**config.mk**
```make
export PLATFORM = sky130hd
export DESIGN_NAME = piso_serializer
export DESIGN_NICKNAME = d
export VERILOG_FILES = /design/src/rtl/piso_pkg.sv /design/src/rtl/piso_bit_cnt.sv /design/src/rtl/piso_serializer.sv
export SDC_FILE = /design/constraint.sdc
export NUM_CORES = 1
export LEC_CHECK = 0
export CORE_AREA = 2 2 39 41
export CTS_BUF_LIST = sky130_fd_sc_hd__clkbuf_16
export DETAILED_ROUTE_END_ITERATION = 8
export DIE_AREA = 0 0 41 43
export SYNTH_ARGS = -nofsm -noshare
export SYNTH_HDL_FRONTEND = slang
export SYNTH_SLANG_ARGS = --single-unit
```
**constraint.sdc**
```tcl
create_clock -name clk -period 1.8 [get_ports clk]
set_clock_uncertainty 0.2 [all_clocks]
set_input_delay 0.27 -clock clk [delete_from_list [all_inputs] [get_ports clk]]
set_output_delay 0.27 -clock clk [all_outputs]
set_load 0.01 [all_outputs]
```
**src/rtl/piso_pkg.sv**
```systemverilog
// Shared types and frame-geometry helpers for the PISO serializer and its matching deserializer.
// Defining PISO_PARITY_EN appends one even-parity bit to every frame.
package piso_pkg;

  typedef enum logic {
    IDLE  = 1'b0,
    SHIFT = 1'b1
  } state_e;

`ifdef PISO_PARITY_EN
  localparam int unsigned PARITY_BITS = 1;
`else
  localparam int unsigned PARITY_BITS = 0;
`endif

  function automatic int unsigned frame_len(input int unsigned width);
    return width + PARITY_BITS;
  endfunction

  function automatic int unsigned cnt_width(input int unsigned flen);
    return (flen <= 2) ? 1 : $clog2(flen);
  endfunction

endpackage

```
**src/rtl/piso_bit_cnt.sv**
```systemverilog
// Load-to-zero modulo-FRAME_LEN bit counter with a terminal flag (cnt == FRAME_LEN-1).
module piso_bit_cnt #(
  parameter int unsigned FRAME_LEN = 4,
  parameter int unsigned CNT_W     = 2
) (
  input  logic             clk,
  input  logic             n_rst,
  input  logic             load_i,
  input  logic             inc_i,
  output logic [CNT_W-1:0] cnt_o,
  output logic             term_o
);

  localparam logic [CNT_W-1:0] LAST = CNT_W'(FRAME_LEN - 1);

  logic [CNT_W-1:0] cnt_q, cnt_d;

  // NOTE: the default assignment first means every path drives cnt_d, so no latch is inferred.
  always_comb begin
    cnt_d = cnt_q;
    if (load_i) begin
      cnt_d = '0;
    end else if (inc_i) begin
      cnt_d = (cnt_q == LAST) ? '0 : cnt_q + CNT_W'(1);
    end
  end

  // NOTE: non-blocking assignments in clocked blocks so every register samples pre-edge values.
  always_ff @(posedge clk or negedge n_rst) begin
    if (!n_rst) begin
      cnt_q <= '0;
    end else begin
      cnt_q <= cnt_d;
    end
  end

  assign cnt_o  = cnt_q;
  assign term_o = (cnt_q == LAST);

endmodule

```
**src/rtl/piso_serializer.sv**
```systemverilog
// Parallel-in serial-out serializer with valid/ready input and framed (valid/last) serial output.
// Optional even-parity trailer bit when PISO_PARITY_EN is defined.
module piso_serializer
  import piso_pkg::*;
#(
  parameter int unsigned WIDTH     = 4,
  parameter bit          MSB_FIRST = 1'b0
) (
  input  logic             clk,
  input  logic             n_rst,
  input  logic             in_valid,
  output logic             in_ready,
  input  logic [WIDTH-1:0] in_data,
  output logic             ser_out,
  output logic             ser_valid,
  output logic             ser_last
);

  localparam int unsigned      FRAME_LEN = frame_len(WIDTH);
  localparam int unsigned      CNT_W     = cnt_width(FRAME_LEN);
  localparam logic [CNT_W-1:0] PENULT    = CNT_W'(FRAME_LEN - 2);

  state_e               state_q, state_d;
  logic [FRAME_LEN-1:0] frame;
  logic [FRAME_LEN-1:0] shreg_q, shreg_d;
  logic                 ser_out_q, ser_out_d;
  logic                 ser_valid_q, ser_valid_d;
  logic                 ser_last_q, ser_last_d;
  logic                 accept;
  logic                 cnt_inc;
  logic [CNT_W-1:0]     cnt;
  logic                 cnt_term;

  // The counter indexes the bit currently on ser_out, so ready opens during the last bit.
  assign in_ready = (state_q == IDLE) || ((state_q == SHIFT) && cnt_term);
  assign accept   = in_valid && in_ready;
  assign cnt_inc  = (state_q == SHIFT);

  piso_bit_cnt #(
    .FRAME_LEN(FRAME_LEN),
    .CNT_W    (CNT_W)
  ) u_bit_cnt (
    .clk   (clk),
    .n_rst (n_rst),
    .load_i(accept),
    .inc_i (cnt_inc),
    .cnt_o (cnt),
    .term_o(cnt_term)
  );

  // Frame in transmission order: bit 0 goes out first.
  always_comb begin
    frame = '0;
    for (int i = 0; i < int'(WIDTH); i++) begin
      frame[i] = MSB_FIRST ? in_data[int'(WIDTH) - 1 - i] : in_data[i];
    end
`ifdef PISO_PARITY_EN
    frame[FRAME_LEN-1] = ^in_data;
`endif
  end

  always_comb begin
    state_d     = state_q;
    shreg_d     = shreg_q;
    ser_out_d   = 1'b0;
    ser_valid_d = 1'b0;
    ser_last_d  = 1'b0;

    unique case (state_q)
      IDLE:    if (accept) state_d = SHIFT;
      SHIFT:   if (cnt_term && !accept) state_d = IDLE;
      default: state_d = IDLE;
    endcase

    if (accept) begin
      ser_out_d   = frame[0];
      ser_valid_d = 1'b1;
      shreg_d     = {1'b0, frame[FRAME_LEN-1:1]};
    end else if ((state_q == SHIFT) && !cnt_term) begin
      ser_out_d   = shreg_q[0];
      ser_valid_d = 1'b1;
      ser_last_d  = (cnt == PENULT);
      shreg_d     = {1'b0, shreg_q[FRAME_LEN-1:1]};
    end
  end

  // NOTE: the shift register is reset along with the control state so an aborted word leaves nothing behind.
  always_ff @(posedge clk or negedge n_rst) begin
    if (!n_rst) begin
      state_q     <= IDLE;
      shreg_q     <= '0;
      ser_out_q   <= 1'b0;
      ser_valid_q <= 1'b0;
      ser_last_q  <= 1'b0;
    end else begin
      state_q     <= state_d;
      shreg_q     <= shreg_d;
      ser_out_q   <= ser_out_d;
      ser_valid_q <= ser_valid_d;
      ser_last_q  <= ser_last_d;
    end
  end

  assign ser_out   = ser_out_q;
  assign ser_valid = ser_valid_q;
  assign ser_last  = ser_last_q;

endmodule
```
==> results of run 1 <==
[stage by stage]
stage,instance area (sq um),std cells,util [%],worst slack (ns)
after global routing,616,66,44.5,0.0108
after detailed placement,536,62,38.7,0.0971
after global placement,536,62,38.7,0.118
final,616,66,44.5,0.0756
after floorplan,419,36,-,0.418
after CTS,613,66,44.3,0.0389
[synthesized netlist by cell type]
cell type	n	area [sq um]
ha_1	2	25.0
a21o_1	1	7.51
mux2_4	1	15.0
o21ai_2	1	8.76
inv_1	3	11.3
nor2_1	3	11.3
or3_4	1	11.3
nand3_1	1	5.00
a21oi_1	2	10.0
and2_4	1	8.76
mux2i_1	2	20.0
o21ai_0	2	10.0
dfrtp_1	9	225
buf_6	1	11.3
buf_4	1	7.51
nand2b_1	5	31.3
[cells by family after synthesis]
kind of cell / synth area share, %
multiplexers: 8.36
adder cells (fa/ha/maj): 5.97
flip-flops: 53.7
buffers and inverters: 7.16
AND/OR/NAND/NOR: 16.1
AO/OA/AOI/OAI: 8.66
[state kept, by name, indices dropped and copies added (netlist names)]
| register | cells |
|---|---|
| ser_last | 1 |
| shreg_q | 3 |
| cnt_inc | 1 |
| u_bit_cnt.cnt_o | 2 |
| ser_valid | 1 |
| ser_out | 1 |
[cell type report]
type / instances / share of cell area (%)
clock buffer: 3 / 12.2
clock inverter: 1 / 0.610
inverter: 3 / 1.83
multi-input combinational: 22 / 27.0
sequential: 9 / 36.6
tap: 16 / 3.25
timing repair buffer: 12 / 18.5
[worst max-delay path by stage]
| stage | start | to | slack, ns |
|---|---|---|---|
| 2_1_floorplan | u_bit_cnt.cnt_o[0]$_DFFE_PN0P_ | in_ready | 0.42 |
| 3_3_place_gp | u_bit_cnt.cnt_o[0]$_DFFE_PN0P_ | in_ready | 0.12 |
| 3_5_place_dp | u_bit_cnt.cnt_o[0]$_DFFE_PN0P_ | in_ready | 0.1 |
| 4_1_cts | u_bit_cnt.cnt_o[0]$_DFFE_PN0P_ | in_ready | 0.04 |
| 5_1_grt | u_bit_cnt.cnt_o[0]$_DFFE_PN0P_ | in_ready | 0.01 |
| 6_report | u_bit_cnt.cnt_o[0]$_DFFE_PN0P_ | in_ready | 0.08 |
[cells in the final DEF (no fill, tap or decap)]
cell             n
dfrtp_1          9
clkdlybuf4s50_1  9
nand2b_1         5
inv_1            4
nor2_1           3
clkbuf_16        3
o21ai_0          2
mux2i_1          2
a21oi_1          2
buf_4            2
nand3_1          1
mux2_4           1
and2_4           1
or3_4            1
o21ai_2          1
a21o_1           1
ha_1             1
ha_2             1
dlygate4sd2_1    1
[power by group]
part           total [uW]  internal [uW]  switching [uW]
Combinational         361            194             166
Sequential            340            291            48.4
Clock                 381            290            91.7
[routing by layer]
metal	wire length (um)	GRT usage, %	part of all wire [%]
met1	296	13.0	44
met5	0	0	0
met3	82	6.28	12
met2	284	12.5	42
met4	15	8.00	2.2
[worst register-to-register path: stages, from the launching register on]
cell and delay [ns]:
dfrtp_1 0.40, ha_2 0.20, nand2b_1 0.15, buf_4 0.17, nand3_1 0.08, o21ai_0 0.07
[repair_timing]
action                     CTS  global route
resized for setup            1             1
setup buffers                0             0
setup endpoints to repair    1             1
cloned                       0             0
==> summary.md, run 1 <==
| Metric | Value |
|---|---|
| Detailed Routing Iterations Pass 1 | 3 |
| FF-to-FF setup slack | 0.41 ns |
| Total track usage | 10.4% |
| R2r worst-path depth | 5 |
| Die X | 41 um |
| Min Hold Slack | 0.136 ns |
| RSZ-0062 raised after global routing | false |
| Synth warn | 0 |
| CP max stage cell | dfrtp_1 |
| Slowest stage delay, CP | 0.40 ns |
| Crit share post-route | 95.8% |
| Critical path depth | 3 |
| Sequential area share after synthesis | 53.7% |
| Die height | 43 um |
| Syn avg cell area | 11.6 sq um |
| I/O Buffers | 10 |
| Arrival time at the worst endpoint | 1.25 ns |
| Vias in the first global route | 267 |
| Top Family by Delay on Critical Path | flip-flops |
| Leakage power | 0.000286 uW |
| #FFs+latches synth | 9 |
| Pwr dens | 1760 mW/mm^2 |
| Layout area overhead | 46.9% |
| Class of the most critical hold timing path | primary input to asynchronous set/reset pin |
| R2R Path End | ser_out$_DFF_PN0_ |
| Core box area | 0.00138 sq mm |
| H-tree levels | 1 |
| Initial antenna violation count | 0 |
| Fin nets | 60 |
| Ant diodes | 0 |
| Clock sink total | 9 |
| Std-Cell Rows | 14 |
| Antenna viol nets, final | 0 |
| Mapped Cells | 36 |
| Sum Neg Setup Slack | 0 ns |
| DRC | 0 |
| Max Transition Viols Final | 0 |
| CTS clk-pin slew, worst paths | 0.04 ns |
| Netlist Area Pre-Place | 419 sq um |
| Setup violators final | 0 |
| Overflow after GRT | 0 |
| Startpoint type of the worst setup path | flip-flop |
| CTS Hold Bufs | 0 |
| Fraction of layout cells with a size suffix above 1 | 20.0% |
| Post-Route WL | 679 um |
| Fmax | 580 MHz |
| Starting DRT DRC Count | 1 |
| Worst-margin pin slew | 0.405 ns |
| Clock buffer depth | 2 |
| Critical path, cell by cell | ha_2 > nand2b_1 > dlygate4sd2_1 |
| Total CTS buffers | 3 |
| Final Hold Fails | 0 |
| Worst path bufs/invs | 1 |
| Power Total | 1080 uW |
| Placer Congestion | 0.626 |
| DP Wirelength | 514 um |
| Outcome | complete, no violations |
| Multi-input logic area | 166 sq um |
| Minimum clock period after layout | 1.72 ns |
| CTS root buf | clkbuf_16 |
| Relative slew margins | 72.9% |
| Vias per cell | 4.38 |
| Critical Path RT | 1.33 ns |
| Starting Density | 30.3% |
| Largest net degree at the start of global routing | 12 |
| Largest fanout on the critical path | 3 |
| Total die area | 0.00176 sq mm |
| First-pass GRT wire length | 1.15 mm |
| RR Startpoint | u_bit_cnt.cnt_o[0]$_DFFE_PN0P_ |
| Critical path type | flip-flop to primary output |
| Post-Syn Nets | 45 |
| Sequential cell area | 225 sq um |
| Setup crit end kind | primary output |
| Max-cap viol count | 0 |
| Fill count | 137 |
| Clock Latency Late Sink | 0.23 ns |
| Cell variety after synth | 16 |
| DR WL/cell | 10.3 um |
| Routed vias | 289 |
| Worst VDD drop | 0.789 mV |
| CTS tree | done |
| Io pins | 11 |
No activity file was read; power rests on OpenSTA's default activity.
==> run 2, diff against run 1 <==
--- a/config.mk
+++ b/config.mk
@@ -9,6 +9,7 @@
 export CTS_BUF_LIST = sky130_fd_sc_hd__clkbuf_16
 export DETAILED_ROUTE_END_ITERATION = 8
 export DIE_AREA = 0 0 41 43
+export RECOVER_POWER = 50
 export SYNTH_ARGS = -nofsm -noshare
 export SYNTH_HDL_FRONTEND = slang
 export SYNTH_SLANG_ARGS = --single-unit
==> summary.md, run 2 (same netlist as run 1, synthesis figures left out) <==
| Metric | Value |
|---|---|
| Critical Path RT | 1.33 ns |
| Fmax | 581 MHz |
| Largest net degree at the start of global routing | 12 |
| Minimum clock period after layout | 1.72 ns |
| Design Area, Final | 612 sq um |
| CTS clk-pin slew, worst paths | 0.04 ns |
| Clock buffer depth | 2 |
| Antenna viol nets, final | 0 |
| Pwr dens | 1740 mW/mm^2 |
| DRC | 0 |
| I/O Buffers | 10 |
| Most frequent cells in the layout | dfrtp_1, clkdlybuf4s50_1, nand2b_1 |
| Slowest stage delay, CP | 0.40 ns |
| Commonest non-fill, non-tap cell in the layout | dfrtp_1 |
| Internal Pwr Total | 762 uW |
| Critical path type | flip-flop to primary output |
| Clk network pwr share | 35.7% |
| Die height | 43 um |
| Largest register by flop count | shreg_q |
| Initial antenna violation count | 0 |
| R2r worst-path depth | 5 |
| CTS Hold Bufs | 0 |
| Leakage power | 0.000283 uW |
| Top Family by Delay on Critical Path | flip-flops |
| Startpoint type of the worst setup path | flip-flop |
| Relative slew margins | 70.1% |
| DP Wirelength | 514 um |
| Total die area | 0.00176 sq mm |
| CP max stage cell | dfrtp_1 |
| Die X | 41 um |
| Worst-margin pin slew | 0.448 ns |
| Fin nets | 60 |
| Vias per cell | 4.38 |
| Switching Fraction | 28.6% |
| Fraction of layout cells with a size suffix above 1 | 18.0% |
| Place WS | 0.0971 ns |
| Post-CTS setup buffer count | 0 |
| Starting DRT DRC Count | 0 |
| Routed vias | 289 |
| Total CTS buffers | 3 |
| RR Startpoint | u_bit_cnt.cnt_o[0]$_DFFE_PN0P_ |
| Fill count | 139 |
| Clock sink total | 9 |
| Overflow after GRT | 0 |
| Post-Route WL | 677 um |
| Setup violators final | 0 |
| Io pins | 11 |
| Layout area overhead | 46.0% |
| H-tree levels | 1 |
| Vias in the first global route | 267 |
| Largest fanout on the critical path | 3 |
| Class of the most critical hold timing path | primary input to asynchronous set/reset pin |
| Detailed Routing Iterations Pass 1 | 1 |
| Placer Congestion | 0.626 |
| Final WS setup | 0.0798 ns |
| Max Transition Viols Final | 0 |
| RSZ-0062 raised after global routing | false |
| Switching power | 305 uW |
| Sum Neg Setup Slack | 0 ns |
| Critical path, cell by cell | ha_2 > nand2b_1 > dlygate4sd2_1 |
| Outcome | complete, no violations |
| Std-Cell Rows | 14 |
| Seq pwr share | 31.8% |
| Core box area | 0.00138 sq mm |
| Arrival time at the worst endpoint | 1.25 ns |
| FF-to-FF setup slack | 0.26 ns |
| Combinational power share | 32.5% |
| CTS tree | done |
| Area post-placement | 536 sq um |
| DR WL/cell | 10.3 um |
| Worst path bufs/invs | 1 |
| Worst VDD drop | 0.786 mV |
| Number of flip-flops in the largest register | 3 |
| Starting Density | 30.3% |
| Ant diodes | 0 |
| Max-cap viol count | 0 |
| Clock Latency Late Sink | 0.23 ns |
| Final Core Density | 44.2% |
| First-pass GRT wire length | 1.15 mm |
| Total track usage | 10.4% |
| R2R Path End | ser_out$_DFF_PN0_ |
| Final Hold Fails | 0 |
| CTS root buf | clkbuf_16 |
| Setup crit end kind | primary output |
| Crit share post-route | 95.6% |
-- run 2: cell types whose count changed in the layout (fill, tap and decap cells not counted) --
cell	before	now
clkbuf_1	0	1
clkdlybuf4s50_1	9	8
dlygate4sd3_1	0	1
buf_4	2	1
-- run 2: routing by layer --
| layer | global-route usage [%] | vias up | share of wire (%) |
|---|---|---|---|
| li1 | - | 144 | - |
| met1 | 13.0 | 130 | 42 |
| met2 | 12.5 | 13 | 44 |
| met3 | 6.28 | 2 | 12 |
| met4 | 8.00 | 0 | 2.2 |
| met5 | 0 | - | 0 |
-- run 2: how the worst max path moves through the flow --
stage / start / to / slack (ns) / cells after the start
final: u_bit_cnt.cnt_o[0]$_DFFE_PN0P_ / in_ready / 0.08 / 3
after detailed placement: u_bit_cnt.cnt_o[0]$_DFFE_PN0P_ / in_ready / 0.1 / 3
after global placement: u_bit_cnt.cnt_o[0]$_DFFE_PN0P_ / in_ready / 0.12 / 3
after floorplan: u_bit_cnt.cnt_o[0]$_DFFE_PN0P_ / in_ready / 0.42 / 3
after CTS: u_bit_cnt.cnt_o[0]$_DFFE_PN0P_ / in_ready / 0.04 / 3
after global routing: u_bit_cnt.cnt_o[0]$_DFFE_PN0P_ / in_ready / 0.02 / 3
-- run 2: power groups by stage --
stage,Clock (uW),Combinational (uW),Sequential [uW]
2_1_floorplan,0,232,347
3_3_place_gp,0,381,338
3_5_place_dp,0,380,343
4_1_cts,388,371,340
5_1_grt,402,406,352
6_report,382,347,339
-- run 2: cell type report --
cell class	instances	area (sq um)	area share (%)
Clock inverter	1	3.75	0.613
Timing Repair Buffer	12	110	18.0
Clock buffer	3	75.1	12.3
Inverter	3	11.3	1.84
Sequential cell	9	225	36.8
Tap cell	16	20.0	3.27
Multi-Input combinational cell	22	166	27.2
-- run 2: worst reg2reg max path, delay by kind of cell, from the launching register on --
family	cells	cell delay (ns)
fa+ha+maj	1	0.19
compound gates	1	0.08
simple gates	2	0.24
flops	1	0.38
buf+inv	1	0.37
-- run 2: what timing repair did --
| item | in CTS | in global routing |
|---|---|---|
| pin swaps | 0 | 0 |
| gates resized for setup | 1 | 1 |
| setup endpoints to repair | 1 | 1 |
-- run 2: metrics by stage --
step | hold slack, ns | instances | total power [uW]
after floorplan | -0.226 | 36 | 578
after global placement | 0.277 | 62 | 719
after detailed placement | 0.284 | 62 | 723
after CTS | 0.153 | 66 | 1100
after global routing | 0.235 | 66 | 1160
final | 0.204 | 66 | 1070
